===== src/rtl/div_issue_ctrl_pkg.sv =====
// Shared constants for the RV32M divide issue controller: funct3 encodings,
// FSM state codes and operand width.
package div_issue_ctrl_pkg;

  localparam int DIV_XLEN = 32;

  localparam logic [2:0] F3_DIV  = 3'b100;
  localparam logic [2:0] F3_DIVU = 3'b101;
  localparam logic [2:0] F3_REM  = 3'b110;
  localparam logic [2:0] F3_REMU = 3'b111;

  typedef logic [2:0] state_t;

  localparam state_t S_IDLE   = 3'd0;
  localparam state_t S_LAUNCH = 3'd1;
  localparam state_t S_WAIT   = 3'd2;
  localparam state_t S_DRAIN  = 3'd3;
  localparam state_t S_DONE   = 3'd4;

  function automatic logic f3_signed(input logic [2:0] f3);
    return (f3 == F3_DIV) || (f3 == F3_REM);
  endfunction

  function automatic logic f3_rem(input logic [2:0] f3);
    return (f3 == F3_REM) || (f3 == F3_REMU);
  endfunction

endpackage


===== src/rtl/div_result_cache.sv =====
// One-entry memo of the last divider result, tagged by operands and signedness,
// so that a DIV followed by REM on the same operands skips the divider.
module div_result_cache #(
  parameter int XLEN     = 32,
  parameter bit CACHE_EN = 1'b1
) (
  input  logic            clk,
  input  logic            nrst,
  input  logic [XLEN-1:0] lkp_a,
  input  logic [XLEN-1:0] lkp_b,
  input  logic            lkp_signed,
  output logic            hit,
  output logic [XLEN-1:0] hit_q,
  output logic [XLEN-1:0] hit_r,
  input  logic            wr_en,
  input  logic [XLEN-1:0] wr_a,
  input  logic [XLEN-1:0] wr_b,
  input  logic            wr_signed,
  input  logic [XLEN-1:0] wr_q,
  input  logic [XLEN-1:0] wr_r,
  input  logic            inval
);

  logic            valid;
  logic            tag_signed;
  logic [XLEN-1:0] tag_a;
  logic [XLEN-1:0] tag_b;
  logic [XLEN-1:0] q_st;
  logic [XLEN-1:0] r_st;

  always_ff @(posedge clk or negedge nrst) begin
    if (!nrst) begin
      valid      <= 1'b0;
      tag_signed <= 1'b0;
      tag_a      <= '0;
      tag_b      <= '0;
      q_st       <= '0;
      r_st       <= '0;
    end else if (inval) begin
      valid <= 1'b0;
    end else if (wr_en) begin
      valid      <= 1'b1;
      tag_signed <= wr_signed;
      tag_a      <= wr_a;
      tag_b      <= wr_b;
      q_st       <= wr_q;
      r_st       <= wr_r;
    end
  end

  assign hit   = CACHE_EN && valid && (lkp_a == tag_a) && (lkp_b == tag_b) &&
                 (lkp_signed == tag_signed);
  assign hit_q = q_st;
  assign hit_r = r_st;

endmodule


===== src/rtl/div_issue_ctrl.sv =====
// Execute-stage front end for DIV/DIVU/REM/REMU: resolves trivial cases locally,
// otherwise launches the multi-cycle divider and stalls until it answers.
module div_issue_ctrl
  import div_issue_ctrl_pkg::*;
#(
  parameter int XLEN     = DIV_XLEN,
  parameter bit CACHE_EN = 1'b1
) (
  input  logic            clk,
  input  logic            nrst,
  input  logic            req_valid,
  input  logic [2:0]      funct3,
  input  logic [XLEN-1:0] rs1_val,
  input  logic [XLEN-1:0] rs2_val,
  input  logic            flush,
  output logic            busy,
  output logic            done,
  output logic [XLEN-1:0] result,
  output logic            div_en,
  output logic [XLEN-1:0] div_a,
  output logic [XLEN-1:0] div_b,
  output logic            div_signed,
  input  logic            div_ready,
  input  logic [XLEN-1:0] div_q,
  input  logic [XLEN-1:0] div_r,
  output state_t          dbg_state
);

  // Handshake: req_valid stays high until done; done pulses for one cycle and the
  // pipeline advances on the edge that ends it. div_ready only counts in WAIT/DRAIN.

  localparam logic [XLEN-1:0] MIN_NEG = {1'b1, {(XLEN-1){1'b0}}};

  state_t          state;
  logic [2:0]      f3_q;
  logic            req_signed;
  logic            div0;
  logic            ovf;
  logic            hit;
  logic            fast;
  logic            accept;
  logic [XLEN-1:0] hit_q;
  logic [XLEN-1:0] hit_r;
  logic [XLEN-1:0] fast_q;
  logic [XLEN-1:0] fast_r;

  assign req_signed = f3_signed(funct3);
  assign div0       = (rs2_val == '0);
  assign ovf        = req_signed && (rs1_val == MIN_NEG) && (rs2_val == '1);
  assign fast       = div0 || ovf || hit;
  assign accept     = (state == S_IDLE) && req_valid && !flush;

  // Priority: divide-by-zero, then signed overflow, then cached result.
  always_comb begin
    fast_q = hit_q;
    fast_r = hit_r;
    if (div0) begin
      fast_q = '1;
      fast_r = rs1_val;
    end else if (ovf) begin
      fast_q = MIN_NEG;
      fast_r = '0;
    end
  end

  div_result_cache #(
    .XLEN     (XLEN),
    .CACHE_EN (CACHE_EN)
  ) u_cache (
    .clk        (clk),
    .nrst       (nrst),
    .lkp_a      (rs1_val),
    .lkp_b      (rs2_val),
    .lkp_signed (req_signed),
    .hit        (hit),
    .hit_q      (hit_q),
    .hit_r      (hit_r),
    .wr_en      ((state == S_WAIT) && div_ready && !flush),
    .wr_a       (div_a),
    .wr_b       (div_b),
    .wr_signed  (div_signed),
    .wr_q       (div_q),
    .wr_r       (div_r),
    .inval      ((state == S_DRAIN) && div_ready)
  );

  always_ff @(posedge clk or negedge nrst) begin
    if (!nrst) begin
      state      <= S_IDLE;
      f3_q       <= '0;
      div_a      <= '0;
      div_b      <= '0;
      div_signed <= 1'b0;
      result     <= '0;
    end else begin
      case (state)
        S_IDLE: begin
          if (accept) begin
            f3_q       <= funct3;
            div_a      <= rs1_val;
            div_b      <= rs2_val;
            div_signed <= req_signed;
            if (fast) begin
              result <= f3_rem(funct3) ? fast_r : fast_q;
              state  <= S_DONE;
            end else begin
              state <= S_LAUNCH;
            end
          end
        end
        S_LAUNCH: state <= flush ? S_DRAIN : S_WAIT;
        S_WAIT: begin
          // A flush racing the divider answer drops the result outright.
          if (flush) begin
            state <= div_ready ? S_IDLE : S_DRAIN;
          end else if (div_ready) begin
            result <= f3_rem(f3_q) ? div_r : div_q;
            state  <= S_DONE;
          end
        end
        S_DRAIN: if (div_ready) state <= S_IDLE;
        S_DONE:  state <= S_IDLE;
        default: state <= S_IDLE;
      endcase
    end
  end

  assign div_en    = (state == S_LAUNCH);
  assign done      = (state == S_DONE) && !flush;
  assign busy      = nrst && req_valid && !done;
  assign dbg_state = state;

endmodule

===== config.mk =====
export PLATFORM = sky130hd
export DESIGN_NAME = div_issue_ctrl
export DESIGN_NICKNAME = d
export VERILOG_FILES = /design/src/rtl/div_issue_ctrl_pkg.sv /design/src/rtl/div_result_cache.sv /design/src/rtl/div_issue_ctrl.sv
export SDC_FILE = /design/constraint.sdc
export NUM_CORES = 1
export LEC_CHECK = 0
export CAP_MARGIN = 25
export CORE_ASPECT_RATIO = 1.2
export CORE_UTILIZATION = 55
export CTS_CLUSTER_SIZE = 28
export DETAILED_ROUTE_END_ITERATION = 8
export DONT_BUFFER_PORTS = 1
export PLACE_DENSITY = 0.72
export SYNTH_ARGS = -nofsm -noshare
export SYNTH_HDL_FRONTEND = slang
export SYNTH_SLANG_ARGS = --single-unit

===== constraint.sdc =====
create_clock -name clk -period 2.6 [get_ports clk]
set_input_delay 0.52 -clock clk [delete_from_list [all_inputs] [get_ports clk]]
set_output_delay 0.52 -clock clk [all_outputs]
set_load 0.02 [all_outputs]

After elaboration in Yosys (flattened, before gate mapping). Cells that the tools add are included.

Memories kept: 0. Memory bits (read-only): 0. Output and inout bits: 103. Latch bits: 0. Input bits: 136. Bits in registers: 233. Memory bits (writable): 0.

Equality and inequality tests: 20. Order comparisons: 0. Div/mod/pow operators: 0. Shifts and indexed selects: 0. Reduce and logical (&&, ||, !) cells: 28. Bitwise operators: 1. Multiplexer cells: 21. $add $sub $neg: 0. Multipliers: 0.

Operator list (count): $mux 32 (10); $eq 32x32->1 (2); $eq 32x32->1 const B (2); $pmux 32 s2 (1); $logic_not 32->1 (1); $eq 3x3->1 const B (6); $mux 3 (5); $logic_and 1x1->1 (13); $pmux 3 s4 (1); $ne 2x2->1 const B (5); $eq 3x2->1 const B (2); $logic_or 1x1->1 (5); $reduce_and 5->1 (1); $reduce_and 2->1 (2); $reduce_bool 2->1 (2); $eq 3x1->1 const B (1); $logic_not 3->1 (1); $mux 1 (3); $ne 3x3->1 const B (1); $reduce_and 3->1 (1); $logic_not 1->1 (2); $mux 2 (1); $eq 1x1->1 (1); $not 1->1 (1).

Logic depth before layout (Yosys ltp).
Depth in word-level cells: 10. Gate-level depth with buffers: 10. Mapped depth without buffers: 7.

By module. From an unflattened synthesis, not the netlist that was laid out.

Cell total of the unflattened synthesis: 854. Area total of the unflattened synthesis: 10913.0 µm².

Modules (own cells, without submodules): div_result_cache (cells each 388, area an instance 5690.5 µm², times used 1, seq. area each 3253.1 µm²); div_issue_ctrl (cells each 466, area an instance 5222.5 µm², times used 1, seq. area each 2552.4 µm²).

Least setup slack after synthesis. OpenSTA, ideal clock, no wires.

Path kind: in2reg. From: input port rs1_val[17]. To: register result[31]. Required time: 2.475 ns. Stages: 9. Data arrival time: 2.383 ns. Slack: 0.092 ns. Cell sequence: or4_1 -> nor4_1 -> nand4_1 -> or2_1 -> buf_6 -> buf_6 -> a31oi_1 -> o22ai_1 -> mux2_2.

Longest elaborated chain between the ends: 9. Elaborated cells between the ends (all ways): 19. Classes of those cells: eq/ne: 3; mux: 8; reduce/logical: 8.

RTL lines: start: declaration (line div_issue_ctrl.sv:13) `input logic [XLEN-1:0] rs1_val,`; $eq 32x32->1 (line div_issue_ctrl.sv:49) `assign ovf = req_signed && (rs1_val == MIN_NEG) && (rs2_val == '1);`; $logic_and 1x1->1 (2 in series) (line div_issue_ctrl.sv:49); $mux 32 (line div_issue_ctrl.sv:60) `end else if (ovf) begin`; $mux 32 (line div_issue_ctrl.sv:57) `if (div0) begin`; $mux 32 (line div_issue_ctrl.sv:104) `result <= f3_rem(funct3) ? fast_r : fast_q;`; $mux 32 (line div_issue_ctrl.sv:103) `if (fast) begin`; $mux 32 (line div_issue_ctrl.sv:98) `if (accept) begin`; $pmux 32 s2 (line div_issue_ctrl.sv:96) `case (state)`; end signal: assignment (line div_issue_ctrl.sv:104); end signal: assignment (line div_issue_ctrl.sv:117) `result <= f3_rem(f3_q) ? div_r : div_q;`; end: declaration (line div_issue_ctrl.sv:18) `output logic [XLEN-1:0] result,`.

Several ways; a longest one is shown, not always the timed one. The select of a mux whose other input is x is not followed. A chain may end at the register's enable or synchronous reset.

Worst setup path in the final report.
From: register u_cache.tag_b[7]. To: register result[1].

Longest elaborated chain between the ends: 6.

RTL lines: start: declaration (line div_result_cache.sv:27) `logic [XLEN-1:0] tag_b;`; start signal: assignment (line div_result_cache.sv:45) `tag_b <= wr_b;`; $eq 32x32->1 (line div_result_cache.sv:51) `assign hit = CACHE_EN && valid && (lkp_a == tag_a) && (lkp_b == tag_b) &&`; $logic_and 1x1->1 (2 in series) (line div_result_cache.sv:51); $logic_or 1x1->1 (line div_issue_ctrl.sv:50) `assign fast = div0 || ovf || hit;`; $ne 2x2->1 (no source line); $reduce_and 5->1 (no source line).

No other way between the ends.

==> impl_metrics.ini <==
[critical_path]
critPathArrivalTime_ns = 2.92
startpoint_type = flip-flop
r2r_end = result[1]
crit_path_end_kind = flip-flop
rr_worst_depth = 8
startpoint = u_cache.tag_b[7]
rrSetupSlack_ns = 0.08
r2r-start = u_cache.tag_b[7]
crit_required_ns = 2.99
crit_end = result[1]
cp_max_fo = 24
crit_type = flip-flop to flip-flop

[floorplan]
initial_core_util_pct = 56.5
die_w_um = 132
die_h_um = 158
core-area_um2 = 19600
die_area_um2 = 20700
rows = 56
pin_count = 239

[clocking]
cts_tree = done
ctsLongestPathBuffers = 3
clock_latency_ns = 0.51
cts-buffers-inserted = 24
clk_pin_slew_worst_paths_ns = 0.06
cts_num_sinks = 232
post-cts-setup-buffers = 0
cts_root_buf = clkbuf_16
htree_levels = 1

[synth]
synthArstFlopShare_pct = 100
syn-num-nets = 980
yosys.cell_types.count = 42
synth_top_area_cell = dfrtp_1
ys_seq_area_share_pct = 52.3
synth_area_leaders = dfrtp_1, mux2_2, mux2_4
ys_ff_latch = 232
synth_edf_count = 0
synth_ff_type = dfrtp_1
synth_common_cells = dfrtp_1, mux2_2, xor2_1, a21oi_1, clkbuf_1
synth_most_common_cell = dfrtp_1
synthCells = 844
syn_area_um2 = 11100
postSynthAreaPerCell_um2 = 13.1
synth_warnings = 0
synth_top_area_share_pct = 52.3

[drt]
viasPerCell = 6.48
route.vias.total = 7267
drt-initial-drc-count = 549
drc_errors = 0
postRouteWirelength_mm = 29.6
dr.pass1.iters = 5
wl_per_cell_um = 26.4
drtAntennaViolNets = 0

[global_routing]
antenna_found_initial = 1
grt_pass1_vias = 7863
grt_max_degree = 234
grtUsageTotal_pct = 28.7
grt.overflow.total = 0
grt_pass1_wl_mm = 45.2

[power]
switching_share_pct = 36.4
p_per_area_nw_per_um2 = 1300
p_seq_share_pct = 49.1
p_int_mw = 10.2
p_leak_nw = 5.50
power_frac_comb_pct = 29.9
clkPwrFrac_pct = 21.0
ir_drop_v = 0.000719
switchingPower_mw = 5.82

[placed_design]
dp_hpwl_mm = 20.7
gp_congestion = 0.945
io_buffers = 0

[timing]
slew_headroom_pct = 65.1
whs_ns = -0.302
fmax_ghz = 0.396
setup-violations-final = 0
fin_skew_ns = 0.0110
tns_ns = 0
slew_viol_final = 0
timing.final.crit_share_pct = 97.1
rsz0062_at_grt = false
tightestPinTransition_ns = 0.519
hold_violations = 232
period_minus_slack_ns = 2.52

[final_layout]
layout.nets = 980
drive_above_1_share_pct = 32.9
ff_latch_area_um2 = 5810
num-fill-cells = 1477
fin_util_pct = 62.7
diodes = 0
synthToLayoutAreaGrowth_pct = 10.9
multi_input_area_um2 = 5030

[status]
violations = negative hold slack
run_status = finished, violations left

[flow_run]
max-cap-violations = 0

[worst_hold_path]
hp-class = primary input to asynchronous set/reset pin
## how the worst min path moves through the flow
| stage | end | from | cells after the start |
|---|---|---|---|
| 4_1_cts | div_b[7] | nrst | 0 |
| 3_5_place_dp | div_b[7] | nrst | 0 |
| 2_1_floorplan | dbg_state[0] | nrst | 0 |
| 6_report | div_b[7] | nrst | 0 |
| 5_1_grt | u_cache.tag_b[7] | nrst | 0 |
| 3_3_place_gp | div_b[7] | nrst | 0 |
## sequential cells by signal, indices dropped and copies added (netlist names)
signal	cells
u_cache.tag_b	32
u_cache.tag_signed	1
div_b	32
div_signed	1
f3_q	2
u_cache.tag_a	32
div_a	32
dbg_state	3
result	32
u_cache.hit_q	32
u_cache.hit_r	32
u_cache.valid	1
## power groups by stage
stage               registers, mW  logic, mW  clock network, mW
floorplan                    7.36       3.76                  0
global placement             7.74       4.52                  0
detailed placement           7.87       4.76                  0
CTS                          7.82       4.78               3.42
global route                 8.05       5.15               3.56
finish                       7.85       4.77               3.36
## final cells by class
cell class,count,share of cell area [%]
Clock buffer,35,5.72
Multi-Input combinational cell,549,40.9
Clock inverter,7,0.529
Tap cell,261,2.66
Inverter,9,0.275
Timing Repair Buffer,28,2.73
Sequential cell,232,47.2
## per-stage QoR
step	setup WS (ns)	area (um^2)	power [mW]	hold WS [ns]	cells
global placement	-0.229	11500	12.3	0.234	1079
detailed placement	-0.280	11500	12.6	0.231	1079
finish	0.0754	12300	16.0	-0.302	1121
global route	0.000642	12300	16.8	-0.323	1121
floorplan	0.0924	11100	11.1	0.224	844
CTS	0.00320	12300	16.0	-0.312	1121
## layer usage
metal / global-route usage (%) / vias to the layer above / part of all wire (%)
met5: 0 / - / 0.044
met4: 12.1 / 2 / 3.5
met3: 8.53 / 79 / 9.1
met2: 49.0 / 334 / 50
met1: 33.7 / 3726 / 38
li1: - / 3126 / -
## cell usage in the layout, fill, tap and decap left out, types with 5 or more instances in the layout
| cell | instances |
|---|---|
| clkbuf_16 | 25 |
| inv_1 | 8 |
| nand2_1 | 9 |
| mux2_1 | 21 |
| dfrtp_1 | 232 |
| xnor2_1 | 13 |
| mux2_2 | 178 |
| a31oi_1 | 33 |
| buf_12 | 10 |
| mux2i_1 | 32 |
| nand4_1 | 13 |
| nand3_1 | 5 |
| clkbuf_1 | 6 |
| a21o_1 | 32 |
| a211oi_1 | 32 |
| nor4_1 | 21 |
| xor2_1 | 43 |
| buf_4 | 18 |
| mux2_4 | 28 |
| nand2b_1 | 6 |
| a21oi_1 | 36 |
## critical path, stage by stage (launching register included)
cell     delay (ns)
dfrtp_1        0.40
xor2_1         0.22
nor4_2         0.34
nand2_1        0.17
nor4_2         0.36
a21oi_1        0.14
a21o_2         0.24
buf_12         0.19
mux2_1         0.33
## kinds of logic (layout without fill, tap and decap cells)
kind of cell	Yosys count	after routing	share of synthesized area [%]
xor gates and xnor gates	57	57	4.50
DFF	232	232	52.3
AOI/OAI and AO/OA	147	147	8.73
and+or+nand+nor	86	86	4.66
muxes	259	259	26.9
buffers and inverters	63	79	2.88
## timing repair
item,CTS,global route
endpoints found under the hold margin,232,232
pin swaps,0,1
gates resized for setup,2,4
endpoints found under the setup margin,32,32
Power figures use the tool's default switching activity.
